<file path="src/rtl/acorn128_pkg.sv">
// acorn128_pkg: shared widths, taps and helpers
// for the ACORN-128 bit-serial stages.
package acorn128_pkg;

  localparam int STATE_W   = 293;
  localparam int DATA_W    = 128;
  localparam int PAD_STEPS = 256;
  localparam int CNT_W     = 9;

  localparam logic [CNT_W-1:0] LAST_DEC =
    CNT_W'(DATA_W - 1);
  localparam logic [CNT_W-1:0] PAD_FIRST =
    CNT_W'(DATA_W);
  localparam logic [CNT_W-1:0] CA_END =
    CNT_W'(DATA_W + PAD_STEPS / 2);
  localparam logic [CNT_W-1:0] LAST_PAD =
    CNT_W'(DATA_W + PAD_STEPS - 1);

  localparam int T0   = 0;
  localparam int T12  = 12;
  localparam int T23  = 23;
  localparam int T61  = 61;
  localparam int T66  = 66;
  localparam int T107 = 107;
  localparam int T111 = 111;
  localparam int T154 = 154;
  localparam int T160 = 160;
  localparam int T193 = 193;
  localparam int T196 = 196;
  localparam int T230 = 230;
  localparam int T235 = 235;
  localparam int T244 = 244;
  localparam int T289 = 289;

  typedef enum logic [1:0] {
    IDLE,
    DECRYPT,
    PAD,
    DONE
  } fsm_e;

  function automatic logic maj(
    input logic x,
    input logic y,
    input logic z
  );
    return (x & y) ^ (x & z) ^ (y & z);
  endfunction

  function automatic logic ch(
    input logic x,
    input logic y,
    input logic z
  );
    return (x & y) ^ (~x & z);
  endfunction

endpackage

</file>
<file path="src/rtl/acorn128_step.sv">
// acorn128_step: one combinational ACORN-128
// state update, shared by both directions.
module acorn128_step
  import acorn128_pkg::*;
(
  input  logic [STATE_W-1:0] s_in,
  input  logic               m_in,
  input  logic               ca_in,
  input  logic               cb_in,
  output logic [STATE_W-1:0] s_out,
  output logic               ks_out
);

  logic [STATE_W-1:0] u;
  logic               f;

  // chained LFSR merges, each reading the prior result
  always_comb begin
    u = s_in;
    u[T289] = u[T289] ^ u[T235] ^ u[T230];
    u[T230] = u[T230] ^ u[T196] ^ u[T193];
    u[T193] = u[T193] ^ u[T160] ^ u[T154];
    u[T154] = u[T154] ^ u[T111] ^ u[T107];
    u[T107] = u[T107] ^ u[T66] ^ u[T61];
    u[T61]  = u[T61] ^ u[T23] ^ u[T0];
  end

  // keystream depends only on state, never on m
  always_comb begin
    ks_out = u[T12] ^ u[T154]
           ^ maj(u[T235], u[T61], u[T193])
           ^ ch(u[T230], u[T111], u[T66]);
  end

  // feedback bit and one-position shift
  always_comb begin
    f = u[T0] ^ ~u[T107]
      ^ maj(u[T244], u[T23], u[T160])
      ^ (ca_in & u[T196])
      ^ (cb_in & ks_out)
      ^ m_in;
    s_out = {f, u[STATE_W-1:1]};
  end

endmodule

</file>
<file path="src/rtl/acorn128_decryption.sv">
// acorn128_decryption: bit-serial decrypt of one
// 128-bit block followed by the 256-step padding.
module acorn128_decryption
  import acorn128_pkg::*;
(
  input  logic               clk,
  input  logic               rst,
  input  logic               start_dpi,
  input  logic [STATE_W-1:0] state_in,
  input  logic [DATA_W-1:0]  ciphertext_in,
  output logic [DATA_W-1:0]  plaintext_out,
  output logic [STATE_W-1:0] state_out,
  output logic               busy_out,
  output logic               done_out
);

  fsm_e               fsm_q, fsm_d;
  logic [STATE_W-1:0] state_q, state_d;
  logic [DATA_W-1:0]  ct_q, ct_d;
  logic [DATA_W-1:0]  pt_q, pt_d;
  logic [CNT_W-1:0]   cnt_q, cnt_d;
  logic               done_q, done_d;

  logic [STATE_W-1:0] s_nxt;
  logic               ks;
  logic               p;
  logic               m;
  logic               ca;

  acorn128_step u_step (
    .s_in   (state_q),
    .m_in   (m),
    .ca_in  (ca),
    .cb_in  (1'b0),
    .s_out  (s_nxt),
    .ks_out (ks)
  );

  // message bit and control bits for the current step
  always_comb begin
    p  = ct_q[cnt_q[6:0]] ^ ks;
    m  = 1'b0;
    ca = 1'b0;
    unique case (fsm_q)
      DECRYPT: begin
        m  = p;
        ca = 1'b1;
      end
      PAD: begin
        m  = (cnt_q == PAD_FIRST);
        ca = (cnt_q < CA_END);
      end
      default: ;
    endcase
  end

  // next-state, counter and data register updates
  always_comb begin
    fsm_d   = fsm_q;
    state_d = state_q;
    ct_d    = ct_q;
    pt_d    = pt_q;
    cnt_d   = cnt_q;
    done_d  = 1'b0;
    unique case (fsm_q)
      IDLE, DONE: begin
        done_d = (fsm_q == DONE);
        if (start_dpi) begin
          state_d = state_in;
          ct_d    = ciphertext_in;
          pt_d    = '0;
          cnt_d   = '0;
          done_d  = 1'b0;
          fsm_d   = DECRYPT;
        end
      end
      DECRYPT: begin
        state_d = s_nxt;
        pt_d[cnt_q[6:0]] = p;
        cnt_d = cnt_q + CNT_W'(1);
        if (cnt_q == LAST_DEC) fsm_d = PAD;
      end
      PAD: begin
        state_d = s_nxt;
        cnt_d = cnt_q + CNT_W'(1);
        if (cnt_q == LAST_PAD) fsm_d = DONE;
      end
      default: fsm_d = IDLE;
    endcase
  end

  // register bank with synchronous reset
  always_ff @(posedge clk) begin
    if (rst) begin
      fsm_q   <= IDLE;
      state_q <= '0;
      ct_q    <= '0;
      pt_q    <= '0;
      cnt_q   <= '0;
      done_q  <= 1'b0;
    end else begin
      fsm_q   <= fsm_d;
      state_q <= state_d;
      ct_q    <= ct_d;
      pt_q    <= pt_d;
      cnt_q   <= cnt_d;
      done_q  <= done_d;
    end
  end

  assign plaintext_out = pt_q;
  assign state_out     = state_q;
  assign busy_out      = (fsm_q == DECRYPT) ||
                         (fsm_q == PAD);
  assign done_out      = done_q;

endmodule

</file>
<file path="config.mk">
export PLATFORM = sky130hd
export DESIGN_NAME = acorn128_decryption
export DESIGN_NICKNAME = d
export VERILOG_FILES = /design/src/rtl/acorn128_pkg.sv /design/src/rtl/acorn128_step.sv /design/src/rtl/acorn128_decryption.sv
export SDC_FILE = /design/constraint.sdc
export NUM_CORES = 1
export LEC_CHECK = 0
export ABC_AREA = 1
export ABC_CLOCK_PERIOD_IN_PS = 2050
export CAP_MARGIN = 40
export CORE_AREA = 5 5 331 333
export CTS_CLUSTER_SIZE = 10
export DETAILED_ROUTE_END_ITERATION = 7
export DIE_AREA = 0 0 336 338
export SETUP_SLACK_MARGIN = 0.4
export SYNTH_ARGS = -nofsm -noshare
export SYNTH_HDL_FRONTEND = slang
export SYNTH_SLANG_ARGS = --single-unit
</file>
<file path="constraint.sdc">
create_clock -name clk -period 2.05 [get_ports clk]
set_input_delay 0.41 -clock clk [delete_from_list [all_inputs] [get_ports clk]]
set_output_delay 0.41 -clock clk [all_outputs]
set_load 0.05 [all_outputs]
</file>
==> out/results.txt <==
Final Hold Viols -> 0
CP Capture Type -> register
met2 wire len -> 64,700 um
CTS Buf Count -> 72
gr ovfl total -> 0
initial antenna violation count -> 28
Clock Sinks -> 561
syn_nets -> 4,244
Peak VDD IR -> 0.888 mV
vias in the first global route -> 28,290
number of flops mapped to enable cells by yosys -> 0
Comb power frac -> 0.562
startpoint types -> register
Worst-Margin Slew -> 547 ps
storage element area -> 11,300 um^2
worst r2r src -> cnt_q[0]$_SDFFE_PP0P_
Max stage delay cell, worst path -> dfxtp_4
clk root buf -> clkbuf_16
CP peak stage delay -> 400 ps
DRT iter0 DRCs -> 2,524
distinct cell type count after synthesis -> 40
cell taking the most area after synthesis -> dfxtp_1
first-pass GRT wire length -> 190,000 um
CP Data Required Time -> 2600 ps
Layout Nets -> 5,312
DRC viols -> 0
CTS Buffer Depth -> 3
CP bufs+invs -> 5
Ys Warns -> 0
Syn Inst Count -> 3,814
final worst slack -> -407 ps
FF+latch count, synth -> 561
crit share post-route -> 1.20
pre-CTS WS -> -507 ps
H-Tree Depth -> 3
Max Fclk -> 0.407 GHz
largest net degree at the start of global routing -> 101
Area growth syn-to-layout -> 66.7%
via count -> 29,877
Critical Path Stages -> 17
worst hold start -> state_in[106]
Starting Density -> 0.244
Row Count -> 120
Final Max Slew Viols -> 0
Clock Latency Late Sink -> 630 ps
cell mode on critical path -> buf_12
Worst Setup EP -> plaintext_out[35]$_SDFFE_PP0P_
top post-synthesis cells by area -> dfxtp_1 (43%), nand2_1 (17%), inv_1 (9.4%)
Post-Route WL -> 138,000 um
top layer in use -> met5
Switch Pwr -> 28,000 uW
status -> complete, but fails checks
multi-input logic area -> 12,000 um^2
clock share of power -> 0.195
CP max FO -> 8
asr flop ratio synth -> 0
setup TNS -> -43,860 ps
Flop pwr share -> 0.243
drt first pass iters -> 5
DR WL met3 -> 13,100 um
R2R cell count -> 17
IO Port Bufs -> 846
Worst Skew -> 19.7 ps
share of layout cells above drive strength 1 -> 0.243
crit-path leading delay family -> simple AND/OR/NAND/NOR gates
Fill cells -> 10,867
Die Height -> 338 um
core area -> 106,000 um^2
drt wl/cell -> 21.7 um
Vias/cell -> 4.71
IO Pins -> 847
Synth Flop Type -> dfxtp_1
sequential element share of the synthesized area -> 0.433
failing checks -> negative setup slack
gp weighted congestion -> 0.940
Hold Buf Count CTS -> 0
All-Layer GR Usage -> 0.225
Clk pin slew, worst setup/hold paths -> 60 ps
CTS tree -> done
die span in x -> 336 um
number of max-cap violations -> 0
Post-DP HPWL -> 97,300 um
Leak -> 0.0199 uW
syn avg cell area -> 6.80 um^2
Internal -> 34,300 uW
min cycle time layout -> 2460 ps
Worst Path Arrival -> 3010 ps
die area -> 114,000 um^2
Worst Hold Class -> input port to register
M1 WL -> 52,500 um
reg2reg setup slack -> -410 ps
cells along the critical path -> buf_8, buf_12, nand2_1, o211ai_1, nand2_1, o21ai_1, nand2_2, nor2_1, nor2_1, nor2_2, nand2_4, nand2_4, nand3_4, buf_12, buf_12, buf_16, a31oi_4
count of final setup violators -> 143
placed cell area -> 37,600 um^2
Finished Cell Area -> 43,300 um^2
PwrDens -> 1440 nW/um^2
RR Endpoint -> plaintext_out[35]$_SDFFE_PP0P_
crit path launch -> cnt_q[0]$_SDFFE_PP0P_
RSZ-0062 raised after global routing -> true
Post-Synthesis Cell Area -> 26,000 um^2
slew margin rel. -> 0.634
WS Path Type -> register to register
Antenna Nets Post-Route -> 0
Sw Share -> 0.450
top-area cell type share of the netlist area -> 0.433
layout make-up:
cell class | instances | area share
antenna | 15 | 0.000868
clock buffer | 100 | 0.0462
clock inverter | 15 | 0.00419
inverter | 660 | 0.0590
multi-input combinational | 2335 | 0.277
sequential | 561 | 0.262
tap | 1403 | 0.0406
timing repair buffer | 1250 | 0.309
timing repair inverter | 2 | 0.00116
what timing repair did:
item	CTS	global route
gates resized for setup	1925	106
buffers inserted	48	15
pin swaps	60	31
gates cloned	48	7
endpoints found under the setup margin	968	782
cells in the final DEF, fill, tap and decap left out, drive strengths merged, types with 12 or more instances in the layout:
| cell type | count |
|---|---|
| nand2 | 1154 |
| buf | 809 |
| inv | 665 |
| dfxtp | 561 |
| clkdlybuf4s50 | 423 |
| o21ai | 380 |
| a21oi | 171 |
| nand3 | 141 |
| o211ai | 138 |
| nor2 | 131 |
| clkbuf | 106 |
| a31oi | 101 |
| o221ai | 78 |
| diode | 15 |
| bufbuf | 12 |
synthesized netlist by cell type, types with 2 or more instances:
cell,n
nor2_1,127
a21oi_2,20
o221ai_1,78
buf_4,3
a31oi_1,101
buf_6,18
a221oi_1,2
nand3_1,139
o21ai_0,375
nor2_4,2
nor3_1,3
dfxtp_1,561
buf_1,7
xnor2_1,5
o211ai_1,138
a21oi_1,151
clkbuf_1,216
o22ai_1,2
nor3_2,3
o21ai_1,5
inv_2,9
nor2_2,2
xor2_1,10
nand2_1,1153
or2_2,2
buf_2,15
ha_1,6
inv_1,649
power by group through the flow:
stage / Clock (uW) / Combinational (uW) / Sequential (uW)
after floorplan: 0 / 10800 / 20500
after global placement: 0 / 27700 / 15200
after detailed placement: 0 / 27800 / 15200
after CTS: 12400 / 33900 / 15100
after global routing: 12900 / 37000 / 15400
final: 12200 / 35000 / 15100
flip-flops by register name, summed over array words and instances, names as in the netlist:
name / cells
ct_q: 128
plaintext_out: 128
state_out: 293
fsm_q: 2
done_out: 1
cnt_q: 9
how the worst min path moves through the flow:
stage                                       end  slack, ps  depth (start not counted)
floorplan                ct_q[118]$_SDFFE_PP0P_        420                          2
finish              state_out[106]$_SDFFE_PP0P_        360                          3
global placement          ct_q[94]$_SDFFE_PP0P_        440                          2
detailed placement        ct_q[24]$_SDFFE_PP0P_        440                          2
CTS                 state_out[106]$_SDFFE_PP0P_        300                          3
global route        state_out[106]$_SDFFE_PP0P_        320                          3
worst register-to-register path: stages (launching register included):
cell and delay, ps:
dfxtp_4 400, buf_8 150, buf_12 120, nand2_1 70
o211ai_1 110, nand2_1 90, o21ai_1 150, nand2_2 100
nor2_1 120, nor2_1 60, nor2_2 150, nand2_4 80
nand2_4 90, nand3_4 100, buf_12 200, buf_12 150
buf_16 130, a31oi_4 110
per-layer routing:
| metal | vias to the layer above | global-route usage |
|---|---|---|
| met5 | - | 0 |
| met4 | 18 | 0.106 |
| met3 | 295 | 0.0771 |
| met2 | 1325 | 0.374 |
| met1 | 13913 | 0.263 |
| li1 | 14326 | - |
kinds of logic (layout without fill, tap and decap cells):
group	count (synthesis)	in the layout	share of synthesized area
xor+xnor	15	15	0.00506
simple gates	1436	1437	0.218
other cells	0	15	0
fa+ha+maj	6	6	0.00289
buf+inv	919	2027	0.139
compound gates	877	877	0.202
flops	561	561	0.433
metrics by stage:
step           instances  power (uW)  hold WS (ps)  utilization
2_1_floorplan       3814       31300           423            -
3_3_place_gp        6093       42800           442        0.354
3_5_place_dp        6093       43000           443        0.354
4_1_cts             6304       61400           296        0.398
5_1_grt             6330       65300           320        0.407
6_report            6341       62300           363        0.407
(Power assumes the default switching activity.)
